## src/rtl/axis_cmd_sequencer_pkg.sv

```systemverilog
// Shared types for the descriptor sequencer: opcodes, mover instruction codes, FSM states, descriptor layout.
// Holds the descriptor validity rule so that the queue-side and checker-side views of a descriptor agree.
package axis_cmd_sequencer_pkg;

    typedef enum logic [1:0] {
        OP_NOP    = 2'b00,
        OP_WRITE  = 2'b01,
        OP_READ   = 2'b10,
        OP_NOTIFY = 2'b11
    } op_e;

    localparam logic [7:0] INSTR_NONE  = 8'h00;
    localparam logic [7:0] INSTR_WRITE = 8'h01;
    localparam logic [7:0] INSTR_READ  = 8'h02;

    typedef enum logic [1:0] {
        ST_IDLE,
        ST_CHECK,
        ST_ISSUE,
        ST_WAIT
    } state_e;

    typedef struct packed {
        op_e         op;
        logic [4:0]  bram_start;
        logic [4:0]  bram_end;
        logic [15:0] addr_start;
        logic [15:0] addr_count;
    } desc_t;

    localparam int DESC_W = $bits(desc_t);

    // Read-side BRAM indices are only 3 bits wide on the mover, hence the be>7 rule.
    function automatic logic desc_bad(input desc_t d, input int bram_count);
        logic [5:0] lim;
        lim = 6'(bram_count);
        return (d.op == OP_NOP) || (d.bram_end < d.bram_start) ||
               ({1'b0, d.bram_end} >= lim) || (d.addr_count == 16'd0) ||
               ((d.op != OP_WRITE) && (d.bram_end > 5'd7));
    endfunction

endpackage

```

## src/rtl/axis_cmd_sequencer_desc_fifo.sv

```systemverilog
// Descriptor queue, first-word-fall-through head; push to head visible next cycle.
// Backpressure: a push is dropped when full unless a pop happens in the same cycle.
module axis_cmd_sequencer_desc_fifo #(
    parameter int WIDTH = 44,
    parameter int DEPTH = 4
) (
    input  logic                         aclk,
    input  logic                         areset,
    input  logic                         push,
    input  logic [WIDTH-1:0]             push_dat,
    input  logic                         pop,
    output logic [WIDTH-1:0]             head,
    output logic [$clog2(DEPTH+1)-1:0]   level
);
    localparam int AW = $clog2(DEPTH);
    localparam int LW = $clog2(DEPTH + 1);

    logic [WIDTH-1:0] mem [DEPTH];
    logic [AW-1:0]    wr_ptr;
    logic [AW-1:0]    rd_ptr;
    logic             do_push;
    logic             do_pop;

    assign do_pop  = pop && (level != '0);
    assign do_push = push && ((level != LW'(DEPTH)) || do_pop);
    assign head    = mem[rd_ptr];

    always_ff @(posedge aclk) begin
        if (do_push) begin
            mem[wr_ptr] <= push_dat;
        end
    end

    always_ff @(posedge aclk) begin
        if (areset) begin
            wr_ptr <= '0;
            rd_ptr <= '0;
            level  <= '0;
        end else begin
            if (do_push) wr_ptr <= wr_ptr + 1'b1;
            if (do_pop)  rd_ptr <= rd_ptr + 1'b1;
            case ({do_push, do_pop})
                2'b10:   level <= level + 1'b1;
                2'b01:   level <= level - 1'b1;
                default: level <= level;
            endcase
        end
    end

endmodule

```

## src/rtl/axis_cmd_sequencer.sv

```systemverilog
// Queues mover descriptors and issues them one at a time; 3 cycles from pop to instruction, done seen combinationally.
// Backpressure: cmd_ready drops when the queue is full; a timeout halts popping until err_clear.
module axis_cmd_sequencer
    import axis_cmd_sequencer_pkg::*;
#(
    parameter int FIFO_DEPTH     = 4,
    parameter int TIMEOUT_CYCLES = 65535,
    parameter int BRAM_COUNT     = 16
) (
    input  logic                              aclk,
    input  logic                              areset,
    input  logic                              cmd_valid,
    output logic                              cmd_ready,
    input  logic [1:0]                        cmd_op,
    input  logic [4:0]                        cmd_bram_start,
    input  logic [4:0]                        cmd_bram_end,
    input  logic [15:0]                       cmd_addr_start,
    input  logic [15:0]                       cmd_addr_count,
    output logic [7:0]                        mvr_instruction,
    output logic [4:0]                        mvr_wr_bram_start,
    output logic [4:0]                        mvr_wr_bram_end,
    output logic [15:0]                       mvr_wr_addr_start,
    output logic [15:0]                       mvr_wr_addr_count,
    output logic [2:0]                        mvr_rd_bram_start,
    output logic [2:0]                        mvr_rd_bram_end,
    output logic [15:0]                       mvr_rd_addr_start,
    output logic [15:0]                       mvr_rd_addr_count,
    output logic                              mvr_notify_mode,
    input  logic                              mvr_write_done,
    input  logic                              mvr_read_done,
    output logic                              busy,
    output logic [$clog2(FIFO_DEPTH+1)-1:0]   queue_level,
    output logic [15:0]                       done_count,
    output logic                              err_bad_cmd,
    output logic                              err_timeout,
    input  logic                              err_clear
);
    localparam int          LVL_W    = $clog2(FIFO_DEPTH + 1);
    localparam logic [19:0] TMO_LAST = 20'(TIMEOUT_CYCLES - 1);

    state_e            state;
    desc_t             desc;
    desc_t             in_desc;
    logic [DESC_W-1:0] head_dat;
    logic [7:0]        instr_q;
    logic [19:0]       tmo_cnt;
    logic              push;
    logic              pop;
    logic              exp_done;
    logic              done_hit;
    logic              tmo_hit;

    assign in_desc   = '{op: op_e'(cmd_op), bram_start: cmd_bram_start, bram_end: cmd_bram_end,
                         addr_start: cmd_addr_start, addr_count: cmd_addr_count};
    assign cmd_ready = (queue_level < LVL_W'(FIFO_DEPTH));
    assign push      = cmd_valid && cmd_ready;
    assign pop       = (state == ST_IDLE) && (queue_level != '0) && !err_timeout;
    assign exp_done  = (desc.op == OP_WRITE) ? mvr_write_done : mvr_read_done;
    assign done_hit  = (state == ST_WAIT) && exp_done;
    assign tmo_hit   = (state == ST_WAIT) && !exp_done && (tmo_cnt == TMO_LAST);

    // Masking with the done keeps the mover from re-triggering on a stale code once it returns to idle.
    assign mvr_instruction = instr_q & ~{8{done_hit}};

    axis_cmd_sequencer_desc_fifo #(
        .WIDTH (DESC_W),
        .DEPTH (FIFO_DEPTH)
    ) u_fifo (
        .aclk     (aclk),
        .areset   (areset),
        .push     (push),
        .push_dat (in_desc),
        .pop      (pop),
        .head     (head_dat),
        .level    (queue_level)
    );

    always_ff @(posedge aclk) begin
        if (areset) begin
            state             <= ST_IDLE;
            desc              <= '0;
            instr_q           <= INSTR_NONE;
            tmo_cnt           <= '0;
            busy              <= 1'b0;
            done_count        <= '0;
            err_bad_cmd       <= 1'b0;
            err_timeout       <= 1'b0;
            mvr_wr_bram_start <= '0;
            mvr_wr_bram_end   <= '0;
            mvr_wr_addr_start <= '0;
            mvr_wr_addr_count <= '0;
            mvr_rd_bram_start <= '0;
            mvr_rd_bram_end   <= '0;
            mvr_rd_addr_start <= '0;
            mvr_rd_addr_count <= '0;
            mvr_notify_mode   <= 1'b0;
        end else begin
            // Later error assignments override this, so a same-cycle error wins.
            if (err_clear) begin
                err_bad_cmd <= 1'b0;
                err_timeout <= 1'b0;
            end
            case (state)
                ST_IDLE: begin
                    if (pop) begin
                        desc  <= desc_t'(head_dat);
                        state <= ST_CHECK;
                    end
                end
                ST_CHECK: begin
                    if (desc_bad(desc, BRAM_COUNT)) begin
                        state <= ST_IDLE;
                        if (desc.op != OP_NOP) err_bad_cmd <= 1'b1;
                    end else begin
                        state <= ST_ISSUE;
                        busy  <= 1'b1;
                    end
                end
                ST_ISSUE: begin
                    if (desc.op == OP_WRITE) begin
                        mvr_wr_bram_start <= desc.bram_start;
                        mvr_wr_bram_end   <= desc.bram_end;
                        mvr_wr_addr_start <= desc.addr_start;
                        mvr_wr_addr_count <= desc.addr_count;
                        instr_q           <= INSTR_WRITE;
                    end else begin
                        mvr_rd_bram_start <= desc.bram_start[2:0];
                        mvr_rd_bram_end   <= desc.bram_end[2:0];
                        mvr_rd_addr_start <= desc.addr_start;
                        mvr_rd_addr_count <= desc.addr_count;
                        instr_q           <= INSTR_READ;
                    end
                    mvr_notify_mode <= (desc.op == OP_NOTIFY);
                    tmo_cnt         <= '0;
                    state           <= ST_WAIT;
                end
                ST_WAIT: begin
                    if (done_hit || tmo_hit) begin
                        state             <= ST_IDLE;
                        busy              <= 1'b0;
                        instr_q           <= INSTR_NONE;
                        mvr_wr_bram_start <= '0;
                        mvr_wr_bram_end   <= '0;
                        mvr_wr_addr_start <= '0;
                        mvr_wr_addr_count <= '0;
                        mvr_rd_bram_start <= '0;
                        mvr_rd_bram_end   <= '0;
                        mvr_rd_addr_start <= '0;
                        mvr_rd_addr_count <= '0;
                        mvr_notify_mode   <= 1'b0;
                        if (done_hit) done_count <= done_count + 16'd1;
                        else          err_timeout <= 1'b1;
                    end else begin
                        tmo_cnt <= tmo_cnt + 20'd1;
                    end
                end
                default: state <= ST_IDLE;
            endcase
        end
    end

endmodule
```

## config.mk

```make
export PLATFORM = sky130hd
export DESIGN_NAME = axis_cmd_sequencer
export DESIGN_NICKNAME = d
export VERILOG_FILES = /design/src/rtl/axis_cmd_sequencer_pkg.sv /design/src/rtl/axis_cmd_sequencer_desc_fifo.sv /design/src/rtl/axis_cmd_sequencer.sv
export SDC_FILE = /design/constraint.sdc
export NUM_CORES = 1
export LEC_CHECK = 0
export CAP_MARGIN = 30
export CORE_MARGIN = 2
export CORE_UTILIZATION = 55
export CTS_CLUSTER_DIAMETER = 150
export DETAILED_ROUTE_END_ITERATION = 10
export MAX_ROUTING_LAYER = met4
export PLACE_DENSITY = 0.79
export SETUP_SLACK_MARGIN = 0.15
export SYNTH_ARGS = -nofsm -noshare
export SYNTH_HDL_FRONTEND = slang
export SYNTH_SLANG_ARGS = --single-unit
```

## constraint.sdc

```tcl
create_clock -name aclk -period 3.3 [get_ports aclk]
set_input_delay 0.66 -clock aclk [delete_from_list [all_inputs] [get_ports aclk]]
set_output_delay 0.66 -clock aclk [all_outputs]
set_load 0.01 [all_outputs]
```

==> metrics.txt, run 1 <==
final clock period utilization by the worst path about nine tenths; ys flop type sky130_fd_sc_hd__edfxtp_1; number of slew-limit violations in the final report 0; post-layout instance area between 0.015 and 0.02 mm2; leading cell type in the layout, fill and taps excluded sky130_fd_sc_hd__edfxtp_1; global-route usage over all layers 24.74%; sequential area share after synthesis about two thirds; crit path max-delay cell type sky130_fd_sc_hd__dfxtp_1; via count of the first global-routing pass a little over 8000; Max-Cap Viols 0; number of distinct library cells after synthesis slightly below 50; cell total after placement around 1400; Worst Setup Slack, final roughly 0.29 ns; classification of the worst setup path flip-flop to primary output; Largest delay share family, worst path buffers and inverters; post-synthesis share of cell area spent on xor and xnor gates 0.8083%; type of the tightest min-delay check flip-flop to flip-flop; ratio of cells with drive above 1 in the final layout roughly 13%; iteration-0 DRC count of the detailed router 695; Final #Nets between 1000 and 1500; number of CTS-inserted buffers 37; first-pass GRT wire length roughly 46000 um; Critical Path RT 2.64 ns; flip-flop and latch count after synthesis 351; area enclosed by the die boundary 0.02489 mm2; mux share of post-synthesis cell area around 7.9%; routed length per placed instance just over 20 um; remaining design rule violation count 0; Cell Area, Placed approximately 0.015 mm2; Port-buffer cells ~160; number of endpoints failing setup at the final stage 0; antenna violations before repair 1; io pins approximately 160; library cell used as clock root buffer sky130_fd_sc_hd__clkbuf_16; maximum number of pins on one net before global-route repair 56; H-tree Lvls 2; cells along the critical path clkinvlp_4 -> nor2_2 -> and2_1 -> nor2b_1 -> clkdlybuf4s50_1; Max IR drop VDD approximately 0.48 mV; area share of fa/ha/maj cells after synthesis ~1.3%; Worst Setup Start Kind flip-flop; post-detailed-route count of antenna-violating nets 0; final HPWL from detailed placement around 18000 um; Fin Hold WS 0.4432 ns; worst setup slack before clock tree synthesis 0.3392 ns; # clock sinks 351; leakage power summed over all cells about 5.6 nW; via count approximately 8400; number of failing hold endpoints at the final stage 0; maximum root-to-sink buffer count 3; via/cell ratio a little under 6; part of the power in registers 46.7%; part of the total power dissipated in the clock network a little over a third; biggest fanout along the worst timing path 11; area delta synth->final 24.73%; simple logic cell fraction of the synthesized area under 10%; Period minus WS final 3.006 ns; RSZ-0062 raised after global routing false; total power after layout ~12 mW; multi-input combinational cell area roughly 0.0039 mm2; initial core utilization roughly 56%; synthesized cell area roughly 0.013 mm2; number of enable-type register cells in the synthesized netlist 176; TritonCTS clock tree done; Combinational Power Share 18.3%; first-pass iteration count of the detailed router 5; critical path arrival 2.35 ns; switching portion of total power between 20% and 30%; top library cells by usage in the layout, fill and taps aside sky130_fd_sc_hd__edfxtp_1, sky130_fd_sc_hd__dfxtp_1, sky130_fd_sc_hd__clkdlybuf4s50_1; CTS clk-pin slew, worst paths 0.06 ns; Least-Margin Pin Slew 0.7010 ns; Internal Dissipation about 8.7 mW; final routed wirelength across all metal layers about 29000 um; Yosys Warn Count 0; Crit. End Element primary output; slew margin rel. 53.27%; ys async rst share 0%; Core Area between 0.02 and 0.025 mm2; row count between 50 and 60; power per cell area 743.4 mW/mm2; die width 157.8 um; Sw Pwr 3.393 mW; combinational family with the most area after synthesis compound AO/OA/AOI/OAI gates; fillers between 1500 and 2000; Skew-Pair Late Insertion Delay around 0.52 ns; run status finished clean; mean instance size in the synthesized netlist 13.82 um2; post-route insts no fill between 1000 and 1500; top achievable clock speed roughly 330 MHz; worst clock skew on the final layout 0.01560 ns; Fin Setup TNS 0 ns; area fraction in compound gates after synthesis 11.15%; global route overflow 0; maximum cell stage delay along the critical path 0.56 ns; gpl congestion 0.8709; Core Util, Final between 60% and 70%; WP buf/inv 2; Cells after Synth 941; die height 157.8 um; FF/Latch Area ~0.009 mm2
[power by group through the flow]
stage          Combinational, mW  Clock (mW)  Sequential (mW)
2_1_floorplan               1.58           0             5.48
3_3_place_gp                2.13           0             5.68
3_5_place_dp                2.20           0             5.71
4_1_cts                     2.22        4.27             5.62
5_1_grt                     2.42        4.46             5.69
6_report                    2.21        4.22             5.63
[path summary, 6_finish.rpt]
path                            cells after the start                     from  slack (ns)                         end
worst max-delay path                                5    state[0]$_SDFFE_PP0P_        0.29          mvr_instruction[1]
worst min-delay path                                1  instr_q[1]$_SDFFE_PP0P_        0.44     instr_q[1]$_SDFFE_PP0P_
worst max register to register                      6    state[0]$_SDFFE_PP0P_        0.81  done_count[9]$_SDFFE_PP0P_
worst min register to register                      1  instr_q[1]$_SDFFE_PP0P_        0.44     instr_q[1]$_SDFFE_PP0P_
[kinds of logic after synthesis]
kind of cell | Yosys count
AO/OA/AOI/OAI | 210
adder cells (fa/ha/maj) | 13
buffers and inverters | 82
flip-flops | 351
AND/OR/NAND/NOR | 225
multiplexers | 47
other | 1
XOR/XNOR | 12
[Yosys cell counts, types with 2 or more instances]
cell	number	share of area, %
sky130_fd_sc_hd__buf_2	17	0.65
sky130_fd_sc_hd__xnor2_1	3	0.20
sky130_fd_sc_hd__mux4_2	44	7.6
sky130_fd_sc_hd__nand4b_1	2	0.13
sky130_fd_sc_hd__clkinv_1	2	0.058
sky130_fd_sc_hd__edfxtp_1	176	41
sky130_fd_sc_hd__nor2_1	27	0.78
sky130_fd_sc_hd__a22o_1	80	5.4
sky130_fd_sc_hd__and3_1	4	0.19
sky130_fd_sc_hd__nand4_1	13	0.63
sky130_fd_sc_hd__a31oi_1	5	0.24
sky130_fd_sc_hd__a21oi_1	85	3.3
sky130_fd_sc_hd__nor2b_1	4	0.19
sky130_fd_sc_hd__buf_1	8	0.23
sky130_fd_sc_hd__xor2_1	9	0.61
sky130_fd_sc_hd__or3_1	8	0.38
sky130_fd_sc_hd__mux2i_1	2	0.15
sky130_fd_sc_hd__and2_1	8	0.38
sky130_fd_sc_hd__nand3_1	9	0.35
sky130_fd_sc_hd__nand2_1	112	3.2
sky130_fd_sc_hd__a21o_1	4	0.23
sky130_fd_sc_hd__a41o_1	4	0.31
sky130_fd_sc_hd__buf_4	7	0.40
sky130_fd_sc_hd__clkbuf_1	30	0.87
sky130_fd_sc_hd__nand2b_1	6	0.29
sky130_fd_sc_hd__ha_1	12	1.2
sky130_fd_sc_hd__o21ai_0	10	0.38
sky130_fd_sc_hd__nor4_1	5	0.24
sky130_fd_sc_hd__or4_1	15	0.87
sky130_fd_sc_hd__dfxtp_1	175	27
sky130_fd_sc_hd__o31ai_1	17	0.98
sky130_fd_sc_hd__inv_1	18	0.52
sky130_fd_sc_hd__nor3_1	4	0.15
[state kept, by name, summed over array words and instances, names as in the netlist, named ones only]
signal and flops:
instr_q 2, state 1, mvr_notify_mode 1, err_timeout 1, mvr_rd_addr_start 16, u_fifo.level 3
mvr_rd_addr_count 16, mvr_rd_bram_end 3, mvr_wr_bram_end 5, u_fifo.rd_ptr 2, u_fifo.wr_ptr 2, mvr_wr_addr_start 16
desc 44, done_count 16, mvr_rd_bram_start 3, busy 1, mvr_wr_addr_count 16, mvr_wr_bram_start 5
err_bad_cmd 1, u_fifo.mem 176, tmo_cnt 20
[timing repair]
action                     in CTS  in global routing
hold buffers                    0                  0
setup endpoints to repair       0                  2
buffers inserted                0                  0
resized for setup               0                  3
[routing by layer]
metal / routed length, um / part of all wire, % / track usage [%]
met1: 12070 / 41 / 32.95
met2: 14400 / 49 / 39.38
met3: 2203 / 7.5 / 4.517
met4: 658 / 2.2 / 7.056
met5: 0 / 0 / -
[cell type report]
class | count | area share (%)
inverter | 20 | 0.4860
clock buffer | 53 | 6.588
tap | 319 | 2.461
multi-input combinational | 513 | 24.17
antenna | 1 | 0.01543
sequential | 351 | 54.22
timing repair buffer | 174 | 10.96
clock inverter | 14 | 1.103
Power figures use the tool's default switching activity.
==> inputs of run 2 (changes only) <==
--- a/config.mk
+++ b/config.mk
@@ -7,11 +7,11 @@
 export LEC_CHECK = 0
 export CAP_MARGIN = 30
 export CORE_MARGIN = 2
-export CORE_UTILIZATION = 55
+export CORE_UTILIZATION = 50
 export CTS_CLUSTER_DIAMETER = 150
 export DETAILED_ROUTE_END_ITERATION = 10
 export MAX_ROUTING_LAYER = met4
-export PLACE_DENSITY = 0.79
+export PLACE_DENSITY = 0.73
 export SETUP_SLACK_MARGIN = 0.15
 export SYNTH_ARGS = -nofsm -noshare
 export SYNTH_HDL_FRONTEND = slang
==> constraint.sdc (replaced) <==
create_clock -name aclk -period 3.26 [get_ports aclk]
set_input_delay 0.652 -clock aclk [delete_from_list [all_inputs] [get_ports aclk]]
set_output_delay 0.652 -clock aclk [all_outputs]
set_load 0.01 [all_outputs]
==> run 2 against run 1 <==
Against the previous run: core utilization fell by 6.4 points; wire length fell by 0.96%; first-iteration DRC count rose by 8.1%; sequential share of layout area fell by 0.14 points; final area rose by 0.29%; worst hold slack improved by 0.024 ns.
==> metrics.txt, run 2 (synthesized netlist as in run 1, its figures left out) <==
run status finished clean; die width 165.3 um (+4.8%); number of CTS-inserted buffers 37 (unchanged); Period minus WS final approximately 3.0 ns; number of failing hold endpoints at the final stage 0 (unchanged); library cell used as clock root buffer sky130_fd_sc_hd__clkbuf_16; RSZ-0062 raised after global routing false; Max IR drop VDD 0.4854 mV (+1.2%); via/cell ratio 5.738 (-1.3%); register containing the most flip-flops in the final layout u_fifo.mem; largest registers u_fifo.mem (176), desc (44), tmo_cnt (20); gpl congestion 0.8322 (-4.4%); quantity of hold-fixing buffers added after cts 0 (unchanged); Least-Margin Pin Slew 0.6983 ns (-0.002667 ns); area delta synth->final 25.10%; Core Area 0.02576 mm2 (+10%); die height 165.3 um (+4.8%); global-route usage over all layers 22.13% (-2.6 points); Skew-Pair Late Insertion Delay 0.52 ns (about the same); initial core utilization 50.47% (-5.3 points); max reg flops 176 (unchanged); Worst Setup Slack, final 0.2905 ns (-0.003078 ns); io pins 162 (unchanged); CTS clk-pin slew, worst paths 0.06 ns (about the same); iteration-0 DRC count of the detailed router 751 (+8.1%); H-tree Lvls 2 (unchanged); top achievable clock speed between 300 and 400 MHz; Critical Path RT 2.61 ns (-0.03 ns); post-route insts no fill 1458 (+0.90%); via count of the first global-routing pass 8200 (-1.1%); number of endpoints failing setup at the final stage 0 (unchanged); # clock sinks 351 (unchanged); first-pass iteration count of the detailed router 5 (unchanged); total power after layout 12.16 mW (+0.82%); cell total after placement 1389 (+0.87%); biggest fanout along the worst timing path 15 (+4); power per cell area 747.3 mW/mm2 (+0.52%); Worst Setup Start Kind flip-flop; first-pass GRT wire length 45170 um (-1.8%); antenna violations before repair 0 (-1); routed length per placed instance 19.92 um (-1.8%); Fin Setup TNS 0 ns (unchanged); Crit. End Element primary output; remaining design rule violation count 0 (unchanged); via count 8366 (-0.37%); top library cells by usage in the layout, fill and taps aside sky130_fd_sc_hd__edfxtp_1, sky130_fd_sc_hd__dfxtp_1, sky130_fd_sc_hd__clkdlybuf4s50_1; final routed wirelength across all metal layers 29050 um (-0.96%); leakage power summed over all cells 5.555 nW (about the same); global route overflow 0 (unchanged); classification of the worst setup path flip-flop to primary output; worst clock skew on the final layout 0.01158 ns (-0.004017 ns); final HPWL from detailed placement 17750 um (-3.7%); post-detailed-route count of antenna-violating nets 0 (unchanged); row count 59 (+5.4%); Max-Cap Viols 0 (unchanged); critical path arrival 2.32 ns (-0.03 ns); number of slew-limit violations in the final report 0 (unchanged); leading cell type in the layout, fill and taps excluded sky130_fd_sc_hd__edfxtp_1; TritonCTS clock tree done; ratio of cells with drive above 1 in the final layout 12.48% (-0.056 points); type of the tightest min-delay check flip-flop to flip-flop; Port-buffer cells 155 (unchanged); worst setup slack before clock tree synthesis 0.3219 ns (-0.01724 ns); maximum root-to-sink buffer count 3 (unchanged); slew margin rel. 53.45% (+0.18 points); Final #Nets 1156 (-0.34%); maximum number of pins on one net before global-route repair 57 (+1.8%); final clock period utilization by the worst path around 90%; Core Util, Final 63.13% (-6.4 points); area enclosed by the die boundary 0.02731 mm2 (+9.7%)
==> run 2: cell types whose count changed in the layout (fill, tap and decap cells not counted), moves of 2 or more <==
| cell | change |
|---|---|
| sky130_fd_sc_hd__buf_12 | +2 |
| sky130_fd_sc_hd__buf_4 | -6 |
| sky130_fd_sc_hd__bufinv_16 | -3 |
| sky130_fd_sc_hd__clkbuf_1 | -2 |
| sky130_fd_sc_hd__clkbuf_16 | +2 |
| sky130_fd_sc_hd__clkbuf_8 | +6 |
| sky130_fd_sc_hd__clkinv_1 | +2 |
| sky130_fd_sc_hd__clkinv_2 | -4 |
==> run 2: cell type report <==
type	count	area, um2
flip-flops and latches	351	8796
diodes	1	2.502
clock inverters	8	75.07
multi-input cells	513	3921
well taps	335	419.2
clock buffers	60	1201
repair buffers	170	1772
inverters	20	78.83
fillers	1873	9498
==> run 2: critical path: stages, from the launching register on <==
cell,delay [ns]
sky130_fd_sc_hd__dfxtp_2,0.37
sky130_fd_sc_hd__nand2b_4,0.18
sky130_fd_sc_hd__mux2_4,0.39
sky130_fd_sc_hd__and2_1,0.22
sky130_fd_sc_hd__nor2b_1,0.12
sky130_fd_sc_hd__clkdlybuf4s50_1,0.54
==> run 2: layer usage <==
| metal | vias up | track usage, % | routed length, um | share of wire (%) |
|---|---|---|---|---|
| li1 | 3859 | - | - | - |
| met1 | 4176 | 30.34 | 12920 | 44 |
| met2 | 285 | 34.03 | 13680 | 47 |
| met3 | 46 | 3.322 | 1709 | 5.9 |
| met4 | 0 | 7.787 | 741 | 2.6 |
| met5 | - | - | 0 | 0 |
==> run 2: repair_timing <==
action                     in CTS  in global routing
buffers inserted                0                  0
resized for setup               0                  3
setup endpoints to repair       0                  2
==> run 2: worst paths after layout <==
kind | cells past startpoint | slack (ns) | start | to
worst max register to register | 8 | 0.81 | flip-flop | u_fifo.level[2]$_SDFFE_PP0P_
worst min register to register | 1 | 0.47 | mvr_wr_addr_start[7]$_SDFFE_PP0P_ | mvr_wr_addr_start[7]$_SDFFE_PP0P_
worst max-delay path | 5 | 0.29 | desc[43]$_SDFFE_PP0P_ | mvr_instruction[1]
worst min-delay path | 1 | 0.47 | mvr_wr_addr_start[7]$_SDFFE_PP0P_ | mvr_wr_addr_start[7]$_SDFFE_PP0P_
==> run 2: stage by stage <==
stage                     hold slack (ns)  cell area, um2
final                              0.4672           16270
after global routing               0.4876           16260
after CTS                          0.4737           16260
after detailed placement           0.4588           14980
after global placement             0.4552           14980
after floorplan                    0.4186           13020
==> run 2: report_power, final <==
| group | switching, mW | internal (mW) |
|---|---|---|
| clock network | 1.66 | 2.61 |
| registers | 0.486 | 5.22 |
| logic | 1.23 | 0.947 |
==> variant, RTL diff (flow settings as in run 1) <==
Re-encode `state_e` (4 states) as Gray code, 2 bits wide.
--- a/src/rtl/axis_cmd_sequencer_pkg.sv
+++ b/src/rtl/axis_cmd_sequencer_pkg.sv
@@ -14,10 +14,10 @@
     localparam logic [7:0] INSTR_READ  = 8'h02;
 
     typedef enum logic [1:0] {
-        ST_IDLE,
-        ST_CHECK,
-        ST_ISSUE,
-        ST_WAIT
+        ST_IDLE  = 2'b00,
+        ST_CHECK = 2'b01,
+        ST_ISSUE = 2'b11,
+        ST_WAIT  = 2'b10
     } state_e;
 
     typedef struct packed {
Function: no difference found for any inputs over 4 cycles, from zero or initial values and one cycle with areset high; so few cycles prove little.
==> variant against run 1 <==
Worst setup slack better by 0.052 ns; wire length rose by 8.8%; combinational power rose by 5%; non-clock buffer count increased by 5; sequential share of layout area fell by 1.8 points; maximum frequency rose by 1.8%; via count grew 10%; final cell count rose by 9.1%; area after synthesis is 5.8% higher; sequential cell count stayed put; clock power is 8.1% lower; total power down 2.9%; cell area is 3.5% higher.
==> variant: results (changes against run 1) <==
Hold path
  • Min-delay worst type: reg2reg (unchanged)
  • Hold Path Origin: mvr_rd_bram_end[0] (was instr_q[1])

CTS
  • Clock Tree Root: clkbuf_16 (unchanged)
  • # Post-CTS Setup Buffers: 0 (unchanged)
  • CTS buffer count: 36 (was 37)
  • CTS max path bufs: 3 (unchanged)
  • Clock-pin transition on the worst setup and hold timing paths: 0.06 ns (about the same)
  • H-tree Lvls: 2 (unchanged)
  • Post-CTS sizing: 0 (unchanged)
  • Skew-Pair Late Insertion Delay: 0.52 ns (about the same)

Logic synthesis
  • XOR/XNOR Fraction of Synth Area: 0.0108 (was 0.00808)
  • Post-synth EDFFs: 176 (unchanged)
  • Asr flop ratio synth: 0 (unchanged)
  • Synth cell count leaders: edfxtp_1 (176), dfxtp_1 (175), nand2_1 (150) (was edfxtp_1 (176), dfxtp_1 (175), nand2_1 (112))
  • Synth warnings: 0 (unchanged)
  • Mux cell area share after synthesis: 0.0778 (was 0.0789)
  • Compound-Gate Fraction of Synth Area: 0.113 (was 0.112)
  • Seq/Total Area, Yosys: 0.639 (was 0.676)
  • Area contributors post-synth: edfxtp_1 (38%), dfxtp_1 (25%), mux4_2 (7.2%), nand2_1 (4.1%), a21oi_1 (3.7%) (was edfxtp_1 (41%), dfxtp_1 (27%), mux4_2 (7.6%), a22o_1 (5.4%), a21oi_1 (3.3%))
  • Distinct cell type count after synthesis: 65 (was 49)
  • Post-synthesis adder-cell area fraction: 0.0124 (was 0.0131)

Setup path
  • WP data arrival: 2.29 ns (was 2.35 ns)
  • Worst setup path start: state[0] (unchanged)
  • Crit Path Max Fanout: 11 (unchanged)

Power
  • Net switching power: 0.00343 W (was 0.00339 W)
  • VDD IR-drop max: 0.426 mV (was 0.480 mV)
  • P_leak: 5.52 nW (was 5.56 nW)

Drt
  • Final WL: 31,900 µm (was 29,300 µm)
  • Number of DRC markers in iteration 0: 740 (was 695)
  • Vias: 9,267 (was 8,397)
  • Drc violations: 0 (unchanged)
  • Drt pass-1 iters: 5 (unchanged)

STA
  • Clk_skew: 0.0243 ns (was 0.0156 ns)
  • Final TNS setup: 0 ns (unchanged)
  • Worst Max-Slew Pin Slew: 0.876 ns (was 0.701 ns)

Final layout
  • Share of layout cells above drive strength 1: 0.150 (was 0.125)
  • NumNets Final: 1,286 (was 1,160)
  • Top flop regs: u_fifo.mem (176), desc (44), tmo_cnt (20) (unchanged)

Global route
  • First-pass GRT wire length: 50,400 µm (was 46,000 µm)
  • Pin count of the biggest net entering global routing: 63 (was 56)
  • Tot GR Track Use: 0.254 (was 0.247)
  • Initial antenna violation count: 1 (unchanged)
  • Vias in the first global route: 9,203 (was 8,295)

Placed design
  • Detailed Place HPWL: 19,400 µm (was 18,400 µm)
  • RePlAce Congestion: 0.842 (was 0.871)
  • Port Buffers: 155 (unchanged)
  • Place WS: 0.463 ns (was 0.339 ns)

Status
  • Status: complete, no violations (unchanged)
[variant: cell types whose count changed after synthesis, sizes merged, moves of 17 or more]
cell and change:
a21oi +17, nor2 +48, o31ai +26, a22oi +42, a22o -80, nand2 +38
[variant: worst paths after layout]
path	cells past startpoint	to	slack, ns
worst max-delay path	4	mvr_instruction[1]	0.35
worst min-delay path	2	mvr_rd_bram_end[0]	0.46
worst max register to register	8	u_fifo.level[2]	0.75
worst min register to register	2	mvr_rd_bram_end[0]	0.46
[variant: power groups by stage]
stage,combinational [W],sequential [W],clock [W]
global route,0.00256,0.00555,0.00412
CTS,0.00223,0.00559,0.00393
detailed placement,0.00220,0.00567,0
global placement,0.00216,0.00565,0
finish,0.00233,0.00550,0.00388
floorplan,0.00167,0.00539,0
[variant: metal layers]
layer,vias up,share of wire,track usage
met2,364,0.49,0.404
met5,-,0,-
met1,4576,0.41,0.336
met4,0,0.027,0.0796
met3,56,0.071,0.0462
li1,4271,-,-
[variant: stage by stage]
stage	instance area (µm²)	std cells	util	hold WS, ns	total power [W]
after floorplan	13800	1084	-	0.449	0.00707
after global placement	15600	1508	0.638	0.452	0.00781
after detailed placement	15600	1508	0.638	0.457	0.00787
after CTS	16700	1574	0.685	0.464	0.0117
after global routing	16800	1576	0.686	0.489	0.0122
final	16800	1576	0.686	0.464	0.0117
[variant: cell families after synthesis]
| family | count (synthesis) |
|---|---|
| other | 1 |
| buffers and inverters | 94 |
| flip-flops | 351 |
| AND/OR/NAND/NOR | 332 |
| adder cells (fa/ha/maj) | 13 |
| XOR/XNOR | 17 |
| multiplexers | 51 |
| AO/OA/AOI/OAI | 220 |
[variant: final cells by class]
cell class / instances / area, µm²
fill: 1744 / 7680
antenna: 1 / 2.50
clock inverter: 18 / 90.1
inverter: 16 / 60.1
clock buffer: 48 / 1060
timing repair buffer: 179 / 1800
tap: 324 / 405
multi-input combinational: 639 / 4570
sequential: 351 / 8790
[variant: critical path, cell delays in order, from the launching register on]
cell and delay [ns]:
dfxtp_1 0.49, nand2b_1 0.49, nor2_1 0.14, nor2b_1 0.13, clkdlybuf4s50_1 0.54
